--- src/rtl/bingo_master_param.sv ---
// bingo_master_param: master-side bingo game controller for an N x N board.
// Runs board selection, mark tracking and line counting in one FSM. It also
// rejects duplicate calls and can auto-pick a number when a turn times out.
//
// Ports:
//   clk, rst (sync, active-low), interboard_rst (sync, active-high abort)
//   start_game, cur_number, enter_pulse      : local keypad side
//   inter_ready, interboard_en/_msg_type/_number : peer link (rx + tx accept)
//   transmit, ctrl_en, ctrl_msg_type, ctrl_number : peer link (tx request)
//   map, circle, line_count, game_state      : display / debug view
//   err_pulse, i_win                         : status
//
// Send handshake: ctrl_en is high for exactly the first cycle of every SEND_*
// state. ctrl_msg_type/ctrl_number become valid in that cycle and stay stable
// until the cycle in which inter_ready=1. The FSM leaves the SEND_* state on
// that edge. inter_ready may already be high in the ctrl_en cycle.
//
// Message type codes: STATE_TURN=1, SEL_NUM=2, STATE_WIN=3.
`ifndef STATE_TURN
`define STATE_TURN 3'd1
`endif
`ifndef SEL_NUM
`define SEL_NUM 3'd2
`endif
`ifndef STATE_WIN
`define STATE_WIN 3'd3
`endif

module bingo_master_param #(
  parameter int BOARD_N      = 5,
  parameter int NUM_W        = 5,
  parameter int WIN_LINES    = 5,
  parameter int TURN_TIMEOUT = 0,
  localparam int NN  = BOARD_N * BOARD_N,
  localparam int LCW = $clog2(2 * BOARD_N + 3)
) (
  input  logic                  clk,
  input  logic                  rst,
  input  logic                  interboard_rst,
  input  logic                  start_game,
  input  logic [NUM_W-1:0]      cur_number,
  input  logic                  enter_pulse,
  input  logic                  inter_ready,
  input  logic                  interboard_en,
  input  logic [2:0]            interboard_msg_type,
  input  logic [NUM_W-1:0]      interboard_number,
  output logic                  transmit,
  output logic                  ctrl_en,
  output logic [2:0]            ctrl_msg_type,
  output logic [NUM_W-1:0]      ctrl_number,
  output logic [NUM_W*NN-1:0]   map,
  output logic [NN-1:0]         circle,
  output logic [LCW-1:0]        line_count,
  output logic [3:0]            game_state,
  output logic                  err_pulse,
  output logic                  i_win
);

  localparam int IW = $clog2(NN + 1);
  localparam int CW = 2 ** NUM_W;
  localparam int TW = (TURN_TIMEOUT > 1) ? $clog2(TURN_TIMEOUT) : 1;
  localparam bit TO_EN = (TURN_TIMEOUT > 0);
  localparam logic [TW-1:0]    TO_LAST = TW'((TURN_TIMEOUT > 0) ? TURN_TIMEOUT - 1 : 0);
  localparam logic [NUM_W-1:0] NN_V    = NUM_W'(NN);
  localparam logic [LCW-1:0]   WIN_V   = LCW'(WIN_LINES);
  localparam logic [IW-1:0]    IDX_LAST = IW'(NN - 1);

  localparam logic [3:0] S_IDLE          = 4'd0;
  localparam logic [3:0] S_SEND_START    = 4'd1;
  localparam logic [3:0] S_SEL           = 4'd2;
  localparam logic [3:0] S_SEND_SEL_DONE = 4'd3;
  localparam logic [3:0] S_WAIT_PEER_SEL = 4'd4;
  localparam logic [3:0] S_GUESS         = 4'd5;
  localparam logic [3:0] S_CHECK         = 4'd6;
  localparam logic [3:0] S_SEND_NUM      = 4'd7;
  localparam logic [3:0] S_SEND_WIN      = 4'd8;
  localparam logic [3:0] S_WAIT_PEER     = 4'd9;
  localparam logic [3:0] S_MARK_PEER     = 4'd10;
  localparam logic [3:0] S_FIN           = 4'd11;

  logic [3:0]          state_q, state_d;
  logic [NUM_W*NN-1:0] map_q, map_d;
  logic [NN-1:0]       circle_q, circle_d;
  logic [CW-1:0]       called_q, called_d;   // indexed by number, bit 0 unused
  logic [IW-1:0]       idx_q, idx_d;
  logic [NUM_W-1:0]    peer_q, peer_d;
  logic [TW-1:0]       timer_q, timer_d;
  logic [LCW-1:0]      lc_q, lc_d;
  logic                win_q, win_d;
  logic                ctrl_en_q, ctrl_en_d;
  logic [2:0]          type_q, type_d;
  logic [NUM_W-1:0]    num_q, num_d;
  logic                err_q, err_d;

  logic [NUM_W-1:0]    low_num, lookup_num;
  logic                low_found, timeout_hit, cur_ok, peer_ok, guess_take;
  logic [NN-1:0]       hit_vec, count_src;
  logic [LCW-1:0]      lines;
  logic                row_full, col_full, diag_full, anti_full;

  function automatic logic num_ok(input logic [NUM_W-1:0] n);
    return (n != '0) && (n <= NN_V);
  endfunction

  // Lowest number not yet called; scanning downwards lets the smallest win.
  always_comb begin
    low_found = 1'b0;
    low_num   = '0;
    for (int n = NN; n >= 1; n--) begin
      if (!called_q[n]) begin
        low_found = 1'b1;
        low_num   = NUM_W'(n);
      end
    end
  end

  assign timeout_hit = TO_EN && (state_q == S_GUESS) && (timer_q == TO_LAST);
  assign cur_ok      = num_ok(cur_number) && !called_q[cur_number];
  assign peer_ok     = num_ok(interboard_number) && !called_q[interboard_number];
  // A keypad entry always decides the turn; auto-pick only fills silence.
  assign guess_take  = enter_pulse ? cur_ok : (timeout_hit && low_found);

  // One shared number->cell lookup, steered by the state that needs it.
  always_comb begin
    if (state_q == S_MARK_PEER)                  lookup_num = peer_q;
    else if (state_q == S_GUESS && !enter_pulse) lookup_num = low_num;
    else                                         lookup_num = cur_number;
  end

  always_comb begin
    hit_vec = '0;
    for (int i = 0; i < NN; i++)
      hit_vec[i] = (lookup_num != '0) && (map_q[i*NUM_W +: NUM_W] == lookup_num);
  end

  // MARK_PEER decides on the board including the cell it is marking now.
  assign count_src = (state_q == S_MARK_PEER) ? (circle_q | hit_vec) : circle_q;

  always_comb begin
    lines     = '0;
    row_full  = 1'b0;
    col_full  = 1'b0;
    diag_full = 1'b1;
    anti_full = 1'b1;
    for (int r = 0; r < BOARD_N; r++) begin
      row_full = 1'b1;
      col_full = 1'b1;
      for (int c = 0; c < BOARD_N; c++) begin
        row_full = row_full & count_src[r*BOARD_N + c];
        col_full = col_full & count_src[c*BOARD_N + r];
      end
      lines = lines + LCW'(row_full) + LCW'(col_full);
    end
    for (int i = 0; i < BOARD_N; i++) begin
      diag_full = diag_full & count_src[i*BOARD_N + i];
      anti_full = anti_full & count_src[i*BOARD_N + BOARD_N - 1 - i];
    end
    lines = lines + LCW'(diag_full) + LCW'(anti_full);
  end

  always_comb begin
    state_d   = state_q;
    map_d     = map_q;
    circle_d  = circle_q;
    called_d  = called_q;
    idx_d     = idx_q;
    peer_d    = peer_q;
    lc_d      = lc_q;
    win_d     = win_q;
    ctrl_en_d = 1'b0;
    type_d    = type_q;
    num_d     = num_q;
    err_d     = 1'b0;
    case (state_q)
      S_IDLE: if (start_game) begin
        state_d   = S_SEND_START;
        map_d     = '0;
        circle_d  = '0;
        called_d  = '0;
        idx_d     = '0;
        lc_d      = '0;
        win_d     = 1'b0;
        ctrl_en_d = 1'b1;
        type_d    = `STATE_TURN;
        num_d     = '0;
      end
      S_SEND_START: if (inter_ready) state_d = S_SEL;
      S_SEL: if (enter_pulse) begin
        // Unfilled cells hold 0, which is never legal, so the lookup
        // only matches numbers that are already placed.
        if (!num_ok(cur_number) || (|hit_vec)) begin
          err_d = 1'b1;
        end else begin
          map_d[int'(idx_q)*NUM_W +: NUM_W] = cur_number;
          idx_d = idx_q + IW'(1);
          if (idx_q == IDX_LAST) begin
            state_d   = S_SEND_SEL_DONE;
            ctrl_en_d = 1'b1;
            type_d    = `STATE_TURN;
            num_d     = '0;
          end
        end
      end
      S_SEND_SEL_DONE: if (inter_ready) state_d = S_WAIT_PEER_SEL;
      S_WAIT_PEER_SEL:
        if (interboard_en && interboard_msg_type == `STATE_TURN) state_d = S_GUESS;
      S_GUESS: begin
        if (guess_take) begin
          called_d[lookup_num] = 1'b1;
          circle_d = circle_q | hit_vec;
          num_d    = lookup_num;
          state_d  = S_CHECK;
        end else if (enter_pulse) begin
          err_d = 1'b1;
        end
      end
      S_CHECK: begin
        lc_d      = lines;
        ctrl_en_d = 1'b1;
        if (lines >= WIN_V) begin
          state_d = S_SEND_WIN;
          type_d  = `STATE_WIN;
          num_d   = '0;
        end else begin
          state_d = S_SEND_NUM;
          type_d  = `SEL_NUM;
        end
      end
      S_SEND_NUM: if (inter_ready) state_d = S_WAIT_PEER;
      S_SEND_WIN: if (inter_ready) begin
        state_d = S_FIN;
        win_d   = 1'b1;
      end
      S_WAIT_PEER: if (interboard_en) begin
        if (interboard_msg_type == `STATE_WIN) begin
          state_d = S_FIN;
          win_d   = 1'b0;
        end else if (interboard_msg_type == `SEL_NUM) begin
          if (peer_ok) begin
            peer_d  = interboard_number;
            state_d = S_MARK_PEER;
          end else begin
            err_d = 1'b1;
          end
        end
      end
      S_MARK_PEER: begin
        called_d[peer_q] = 1'b1;
        circle_d = circle_q | hit_vec;
        lc_d     = lines;
        if (lines >= WIN_V) begin
          state_d   = S_SEND_WIN;
          ctrl_en_d = 1'b1;
          type_d    = `STATE_WIN;
          num_d     = '0;
        end else begin
          state_d = S_GUESS;
        end
      end
      S_FIN: if (start_game) begin
        state_d   = S_IDLE;
        win_d     = 1'b0;
        ctrl_en_d = 1'b1;
        type_d    = `STATE_TURN;
        num_d     = '0;
      end
      default: state_d = S_IDLE;
    endcase
  end

  // The turn timer restarts on every entry to GUESS and parks at its last
  // value if nothing is left to auto-pick.
  always_comb begin
    timer_d = '0;
    if (state_q == S_GUESS && state_d == S_GUESS)
      timer_d = timeout_hit ? timer_q : timer_q + TW'(1);
  end

  always_ff @(posedge clk) begin
    if (!rst || interboard_rst) begin
      state_q   <= S_IDLE;
      map_q     <= '0;
      circle_q  <= '0;
      called_q  <= '0;
      idx_q     <= '0;
      peer_q    <= '0;
      timer_q   <= '0;
      lc_q      <= '0;
      win_q     <= 1'b0;
      ctrl_en_q <= 1'b0;
      type_q    <= '0;
      num_q     <= '0;
      err_q     <= 1'b0;
    end else begin
      state_q   <= state_d;
      map_q     <= map_d;
      circle_q  <= circle_d;
      called_q  <= called_d;
      idx_q     <= idx_d;
      peer_q    <= peer_d;
      timer_q   <= timer_d;
      lc_q      <= lc_d;
      win_q     <= win_d;
      ctrl_en_q <= ctrl_en_d;
      type_q    <= type_d;
      num_q     <= num_d;
      err_q     <= err_d;
    end
  end

  always_comb begin
    case (state_q)
      S_WAIT_PEER_SEL, S_WAIT_PEER, S_MARK_PEER: transmit = 1'b0;
      default:                                   transmit = 1'b1;
    endcase
  end

  assign ctrl_en       = ctrl_en_q;
  assign ctrl_msg_type = type_q;
  assign ctrl_number   = num_q;
  assign map           = map_q;
  assign circle        = circle_q;
  assign line_count    = lc_q;
  assign game_state    = state_q;
  assign err_pulse     = err_q;
  assign i_win         = win_q;

endmodule

--- config.mk ---
export PLATFORM = sky130hd
export DESIGN_NAME = bingo_master_param
export DESIGN_NICKNAME = d
export VERILOG_FILES = /design/src/rtl/bingo_master_param.sv
export SDC_FILE = /design/constraint.sdc
export NUM_CORES = 1
export LEC_CHECK = 0
export ABC_AREA = 1
export BUFFER_PORTS_ARGS = -buffer_cell sky130_fd_sc_hd__buf_2
export CAP_MARGIN = 0
export CORE_MARGIN = 2
export CORE_UTILIZATION = 58
export DETAILED_ROUTE_END_ITERATION = 6
export MAX_ROUTING_LAYER = met4
export PLACE_DENSITY = 0.85
export SYNTH_ARGS = -nofsm -noshare
export SYNTH_HDL_FRONTEND = slang
export SYNTH_SLANG_ARGS = --single-unit
export TNS_END_PERCENT = 5
--- constraint.sdc ---
create_clock -name clk -period 9.9 [get_ports clk]
set_clock_uncertainty 0.2 [all_clocks]
set_input_delay 1.98 -clock clk [delete_from_list [all_inputs] [get_ports clk]]
set_output_delay 1.98 -clock clk [all_outputs]
set_load 0.1 [all_outputs]
==> results.txt, run 1 <==
outcome - finished clean
Critical Path RT - 10060 ps
post-DR wirelength/cell - 19.8 um
clock latency on the worst-skew pair - 540 ps
FFs w/ async S/R, synth - 0%
Gates resized, CTS repair - 0
CTS Sinks - 210
GRT met3 Usage - 8.38%
last element of the critical path - ctrl_number[0]
R2R Setup Slk - 1560 ps
FF-to-FF Start - game_state[0]
drt pass-1 iters - 6
synth top area cells - dfxtp_1 34%, nand2_1 12%, a21oi_1 9.7%, nand4_1 7.6%, xnor2_1 6.8%
FF+latch count, synth - 210
Synth Instances - 1800
min Tclk post-route - 9050 ps
htree depth - 1
Syn. warnings - 0
Tot Pwr - 0.00310 W
DP Cell Count - 2177
most frequent cell after synthesis - nand2_1
Slew HR - 22.0%
worst setup path category - in2reg
Setup-failing EPs final - 0
routed vias - 13.8k
clk buf depth - 3
r2r worst-path depth - 34
GRT Residual Overflow - 0
Placer Congestion - 1.02
top-area cell type share of the netlist area - 34.3%
num rows - 53
initial core utilization - 58.7%
Yosys cell types - 47
Worst Max-Slew Pin Slew - 1170 ps
met2 global-route usage - 56.4%
n_diodes - 0
first-pass GRT wire length - 67.5 mm
Yosys top cell by area - dfxtp_1
DRT iter0 DRCs - 1577
Vias per Instance - 6.21
WP data arrival - 9210 ps
CTS tree - yes
P&R area growth vs syn - 13.8%
IO Count - 190
CTS root buf - clkbuf_16
clock slew at reported path FFs - 60 ps
vias in the first global route - 12.4k
top cells by count, synth - 377 x nand2_1, 238 x a21oi_1, 210 x dfxtp_1
Crit Path Max Fanout - 27
share of layout cells above drive strength 1 - 14.8%
fin crit share - 91.4%
met1 GRT Util - 53.9%
RR Endpoint - ctrl_number[0]
routed wire length - 43.8 mm
Post-Syn Area per Cell - 6.81 um^2
setup repair bufs after CTS - 0
die height - 149 um
EDFF count, synth - 0
Final Instance Area - 14000 um^2
antenna violations before repair - 0
CP endpoint kind - flop
Pwr Density - 222 nW/um^2
busiest layer in global routing - met2
Syn Std Cell Area - 12300 um^2
worst stage delay on the critical path - 660 ps
Core ar. - 20900 um^2
# hold bufs at CTS - 0
Die Wd - 149 um
Layout Nets - 1963
Inserted Clock Buffers - 24
Finished Layout Cells - 2217
syn nets - 1835
Critical Path Start Type - primary input
Max Slew Vio Count - 0
Hold Vio Cnt, Final - 0
Max Clock Freq - 111 MHz
DIE AREA - 22300 um^2
Worst VDD drop - 257 uV
Primary FF master, synth - dfxtp_1
leakage - 5.21 nW
largest net degree at the start of global routing - 119
RSZ-0062 raised after global routing - false
hpwl dp - 30.9 mm
number of remaining DRC errors - 0
Area after DPL - 13200 um^2
Hold Crit Class - reg2reg
ANT nets after route - 0
worst setup path start - enter_pulse
Worst path slowest cell - nor4_1
Seq/Total Area, Yosys - 34.3%
MaxCap Viol Count - 0
Setup TNS Final - 0 ps
Tot GR Track Use - 39.4%
port bufs - 188
==> final cells by class <==
type	instances	area, um^2
Sequential cell	210	4200
Tap cell	275	344
Clock buffer	32	691
Timing Repair Buffer	206	1080
Multi-Input combinational cell	1318	6950
Clock inverter	8	60.1
Inverter	168	636
Fill cell	1886	6930
==> registers in the layout, summed over array words and instances, names as in the netlist, 2 cells and up <==
| name | count |
|---|---|
| called_q | 32 |
| circle | 25 |
| ctrl_msg_type | 2 |
| ctrl_number | 5 |
| game_state | 4 |
| idx_q | 5 |
| line_count | 4 |
| map | 125 |
| peer_q | 5 |
==> where the power goes <==
group / switching [W] / internal, W
Combinational: 0.00111 / 0.000247
Sequential: 0.0000272 / 0.000865
Clock: 0.000365 / 0.000487
Total: 0.00150 / 0.00160
==> worst min path at each step <==
stage,start,endpoint,slack (ps),depth (start not counted)
5_1_grt,peer_q[2],peer_q[2],270,2
4_1_cts,peer_q[0],peer_q[0],250,2
6_report,peer_q[0],peer_q[0],260,2
3_5_place_dp,peer_q[0],peer_q[0],240,2
2_1_floorplan,peer_q[1],peer_q[1],220,2
3_3_place_gp,peer_q[0],peer_q[0],230,2
==> routing by layer <==
metal | part of all wire (%) | vias to the layer above
met5 | 0 | -
met4 | 4.3 | 0
met3 | 13 | 144
met2 | 43 | 958
met1 | 40 | 6311
li1 | - | 6350
==> stage by stage <==
stage / hold WS [ps] / setup slack [ps] / util [%]
2_1_floorplan: 221 / 1740 / -
3_3_place_gp: 233 / 663 / 63.2
3_5_place_dp: 236 / 407 / 63.2
4_1_cts: 253 / 941 / 66.8
5_1_grt: 274 / 352 / 66.8
6_report: 256 / 855 / 66.8
==> placed cells by master, fill, tap and decap left out, types with 3 or more instances in the layout <==
cell       synthesis  final
a21oi_1          238    238
nand2_4            2      3
o211ai_1          10     10
clkbuf_16          0     24
clkbuf_8           0      6
xnor2_1           95     95
nand2_1          377    374
nand4_1          149    149
buf_4             10     18
o221ai_1           6      6
nor3_1            15     15
dfxtp_1          210    210
clkinv_2           0      4
inv_1            156    156
nor4_1            21     21
a31oi_1           10     10
nand3_1          111    111
nor2_1           136    130
a211oi_1           5      5
inv_2              9      7
xor2_1             4      3
nand2_2            2      4
fa_1               7      7
buf_2             15    188
nand3b_1           6      6
ha_1               8      8
clkinv_1           3      3
o22ai_1            4      4
o21ai_0           75     74
nor2_2             1      7
or2_2             14     14
==> critical path, delay by kind of cell <==
family	cells	cell delay (ps)
xor+xnor	2	390
simple gates	15	3010
compound gates	4	430
fa+ha+maj	6	2640
buf+inv	5	700
==> cells by family (layout without fill, tap and decap cells) <==
group	after synthesis	count (layout)	synth area share, %
other	1	1	0.0306
AND/OR/NAND/NOR	840	840	31.4
adder cells (fa/ha/maj)	15	15	1.96
AO/OA/AOI/OAI	363	363	15.8
XOR/XNOR	99	99	7.07
buffers and inverters	272	414	9.46
flip-flops	210	210	34.3
(Power assumes the default switching activity.)
==> inputs of run 2 (changes only) <==
--- a/config.mk
+++ b/config.mk
@@ -10,8 +10,8 @@
 export CAP_MARGIN = 0
 export CORE_MARGIN = 2
-export CORE_UTILIZATION = 58
+export CORE_UTILIZATION = 52
 export DETAILED_ROUTE_END_ITERATION = 6
 export MAX_ROUTING_LAYER = met4
-export PLACE_DENSITY = 0.85
+export PLACE_DENSITY = 0.81
 export SYNTH_ARGS = -nofsm -noshare
 export SYNTH_HDL_FRONTEND = slang
==> constraint.sdc (replaced) <==
create_clock -name clk -period 7.55 [get_ports clk]
set_clock_uncertainty 0.2 [all_clocks]
set_input_delay 1.51 -clock clk [delete_from_list [all_inputs] [get_ports clk]]
set_output_delay 1.51 -clock clk [all_outputs]
set_load 0.02 [all_outputs]
==> results.txt, run 2 (same netlist as run 1, synthesis figures left out) <==
post-DR wirelength/cell - 19.7 um
worst setup slack after layout - 39.9 ps
met2 global-route usage - 52.5%
Tot GR Track Use - 37.2%
worst setup path category - in2reg
Inserted Clock Buffers - 24
hold slack - 253 ps
CTS root buf - clkbuf_16
GRT Residual Overflow - 0
share of layout cells above drive strength 1 - 22.1%
worst stage delay on the critical path - 580 ps
n_diodes - 0
WP data arrival - 7770 ps
Slew HR - 17.7%
DRT iter0 DRCs - 1954
Most common cell on crit path - fa_1
port bufs - 188
num rows - 56
antenna violations before repair - 0
Hold Vio Cnt, Final - 0
routed vias - 14.4k
number of remaining DRC errors - 0
initial core utilization - 52.6%
met1 GRT Util - 53.6%
P&R area growth vs syn - 25.1%
max FFs per register - 125
Setup-failing EPs final - 0
Hold Crit Class - reg2reg
die height - 158 um
CP endpoint kind - flop
Vias per Instance - 6.01
clk buf depth - 3
hpwl dp - 33.3 mm
fin crit share - 99.5%
Core ar. - 23300 um^2
most frequent cells in the layout - 370 x nand2_1, 235 x a21oi_1, 210 x dfxtp_1, 187 x buf_2, 152 x inv_1
RSZ-0062 raised after global routing - true
drt pass-1 iters - 7
busiest layer in global routing - met1
CTS Sinks - 210
Layout Nets - 2088
min Tclk post-route - 7510 ps
Worst path slowest cell - fa_1
DIE AREA - 24800 um^2
htree depth - 1
Max Slew Vio Count - 0
Max Clock Freq - 133 MHz
routed wire length - 47.1 mm
delay-heaviest family, CP - adder cells
Tot Pwr - 0.00417 W
Critical Path Start Type - primary input
Critical Path RT - 7810 ps
Placer Congestion - 1.02
Die Wd - 158 um
most common cell after layout, fill and taps aside - nand2_1
outcome - finished clean
Setup TNS Final - 0 ps
Crit Path Max Fanout - 7
Setup WS pre-CTS - -882 ps
largest net degree at the start of global routing - 88
Buf/Inv on CP - 10
first-pass GRT wire length - 70.2 mm
Worst Max-Slew Pin Slew - 1230 ps
clock latency on the worst-skew pair - 540 ps
MaxCap Viol Count - 0
ANT nets after route - 0
clock slew at reported path FFs - 60 ps
GRT met3 Usage - 5.37%
vias in the first global route - 12.6k
leakage - 5.92 nW
IO Count - 190
CTS tree - yes
Pwr Density - 272 nW/um^2
Worst VDD drop - 239 uV
[run 2: cell types whose count changed in the layout (fill, tap and decap cells not counted), sizes merged]
cell / before / now
clkinvlp: 2 / 4
clkbuf: 32 / 30
buf: 206 / 330
bufinv: 0 / 2
[run 2: final timing paths]
kind,cells past startpoint,to,slack [ps],start
worst max-delay path,33,ctrl_msg_type[1],40,enter_pulse
worst min-delay path,2,peer_q[0],250,peer_q[0]
worst max register to register,35,ctrl_msg_type[1],210,game_state[2]
worst min register to register,2,peer_q[0],250,peer_q[0]
[run 2: timing repair]
item                                    in CTS  in global routing
setup buffers                                3                 20
pin swaps                                    6                 50
gates cloned                                 0                  1
hold buffers                                 0                  0
endpoints found under the setup margin      12                 12
gates resized for setup                     18                 62
[run 2: report_power, final]
group	leakage [nW]	switching, W	total [W]	internal, W
clock network	0.375	0.000501	0.00118	0.000682
registers	1.69	0.0000346	0.00117	0.00113
logic	3.86	0.00140	0.00182	0.000421
total	5.92	0.00193	0.00417	0.00224
[run 2: area by class of cell]
type | count | area, um^2
timing repair buffer | 331 | 2150
tap | 319 | 399
clock buffer | 29 | 649
inverter | 168 | 638
sequential | 210 | 4200
fill | 2011 | 7990
clock inverter | 12 | 135
multi-input combinational | 1318 | 7170
[run 2: layer usage]
layer	vias up	share of wire [%]
li1	6611	-
met1	6565	41
met2	1036	42
met3	143	13
met4	0	4.5
met5	-	0
[run 2: worst min-delay path: cells and delay by family (launching register included)]
| kind | cells | cell delay [ps] |
|---|---|---|
| flip-flops | 1 | 310 |
| buffers and inverters | 1 | 50 |
| AO/OA/AOI/OAI | 1 | 50 |
[run 2: stage by stage]
step	cell area, um^2	util, %	std cells
after detailed placement	14100	60.5	2324
after global placement	14100	60.5	2324
after CTS	15000	64.2	2368
final	15300	65.8	2387
after floorplan	12300	-	1800
after global routing	15300	65.8	2387
==> inputs of run 3 (changes only) <==
Settings changed: CTS_CLUSTER_DIAMETER set to 80, PLACE_DENSITY 0.81 to 0.77.
==> results.txt, run 3 (same netlist as run 1, synthesis figures left out) <==
Buf/Inv on CP - 5
Most common cell on crit path - fa_1
CTS root buf - clkbuf_16
max FFs per register - 125
Worst Max-Slew Pin Slew - 1110 ps
DIE AREA - 24800 um^2
first-pass GRT wire length - 70.7 mm
P&R area growth vs syn - 26.1%
CP endpoint kind - flop
Layout Utilization - 66.3%
Tot Pwr - 0.00419 W
GRT Residual Overflow - 0
htree depth - 1
Worst path slowest cell - fa_1
Slew HR - 26.0%
Hold Crit Class - reg2reg
Pwr Density - 271 nW/um^2
Setup-failing EPs final - 0
share of layout cells above drive strength 1 - 22.0%
vias in the first global route - 12.5k
MaxCap Viol Count - 0
n_diodes - 0
clock slew at reported path FFs - 60 ps
Max Clock Freq - 134 MHz
Vias per Instance - 5.99
Die Wd - 158 um
Setup WS pre-CTS - -1010 ps
initial core utilization - 52.6%
Max Slew Vio Count - 0
# hold bufs at CTS - 0
DRT iter0 DRCs - 1492
Core ar. - 23300 um^2
WP data arrival - 7630 ps
routed vias - 14.3k
hpwl dp - 33.8 mm
min Tclk post-route - 7440 ps
post-DR wirelength/cell - 20.0 um
worst setup slack after layout - 115 ps
clk buf depth - 3
delay-heaviest family, CP - adder cells
most frequent cells in the layout - 370 x nand2_1, 236 x a21oi_1, 210 x dfxtp_1, 187 x buf_2, 153 x inv_1
R2R Setup Slk - 300 ps
ANT nets after route - 0
CTS Sinks - 210
Tot GR Track Use - 37.7%
IO Count - 190
outcome - finished with violations
clock latency on the worst-skew pair - 550 ps
routed wire length - 47.7 mm
Crit Path Max Fanout - 5
fin crit share - 98.5%
Worst VDD drop - 267 uV
Hold Vio Cnt, Final - 0
num rows - 56
failing checks - DRC
RSZ-0062 raised after global routing - true
most common cell after layout, fill and taps aside - nand2_1
largest net degree at the start of global routing - 94
worst setup path category - in2reg
Layout Nets - 2086
number of remaining DRC errors - 2
Setup TNS Final - 0 ps
Area after DPL - 14100 um^2
Critical Path RT - 7740 ps
Inserted Clock Buffers - 24
CTS tree - yes
die height - 158 um
port bufs - 188
Placer Congestion - 1.01
antenna violations before repair - 0
Critical Path Start Type - primary input
Final Instance Area - 15500 um^2
worst stage delay on the critical path - 540 ps
leakage - 5.98 nW
drt pass-1 iters - 7
run 3: final timing paths:
check | cells past startpoint | startpoint | end
max | 30 | enter_pulse | ctrl_number[3]
min | 2 | peer_q[2] | peer_q[2]
max reg2reg | 32 | game_state[2] | ctrl_number[3]
min reg2reg | 2 | peer_q[2] | peer_q[2]
run 3: final cells by class:
type | instances | area [um^2]
Timing Repair Buffer | 329 | 2220
Sequential cell | 210 | 4200
Inverter | 168 | 642
Multi-Input combinational cell | 1318 | 7210
Clock buffer | 31 | 647
Fill cell | 2047 | 7870
Tap cell | 319 | 399
Clock inverter | 11 | 141
run 3: metal layers:
layer / vias up / track usage (%) / wire length (um)
li1: 6599 / - / -
met1: 6575 / 54.3 / 19700
met2: 953 / 52.7 / 19800
met3: 156 / 5.86 / 6020
met4: 0 / 14.3 / 2260
met5: - / - / 0
run 3: stage by stage:
step | instances | hold WS [ps]
after global routing | 2386 | 274
after global placement | 2320 | 242
after CTS | 2371 | 255
after detailed placement | 2320 | 247
final | 2386 | 256
after floorplan | 1800 | 221
run 3: report_power, final:
group	internal, W	switching [W]
clock network	0.000705	0.000499
logic	0.000423	0.00139
registers	0.00113	0.0000332
total	0.00226	0.00193
run 3: worst register-to-register path: cells and delay by family (launching register included):
kind                     cells  cell delay (ps)
AO/OA/AOI/OAI                6              910
buffers and inverters        5              540
AND/OR/NAND/NOR             14             2250
adder cells (fa/ha/maj)      6             2670
flip-flops                   1              400
XOR/XNOR                     1              140
run 3: what timing repair did:
| item | CTS | global route |
|---|---|---|
| gates cloned | 0 | 3 |
| gates resized for setup | 27 | 56 |
| setup endpoints to repair | 12 | 12 |
| hold endpoints to repair | 0 | 0 |
| pin swaps | 19 | 45 |
| setup buffers | 9 | 13 |
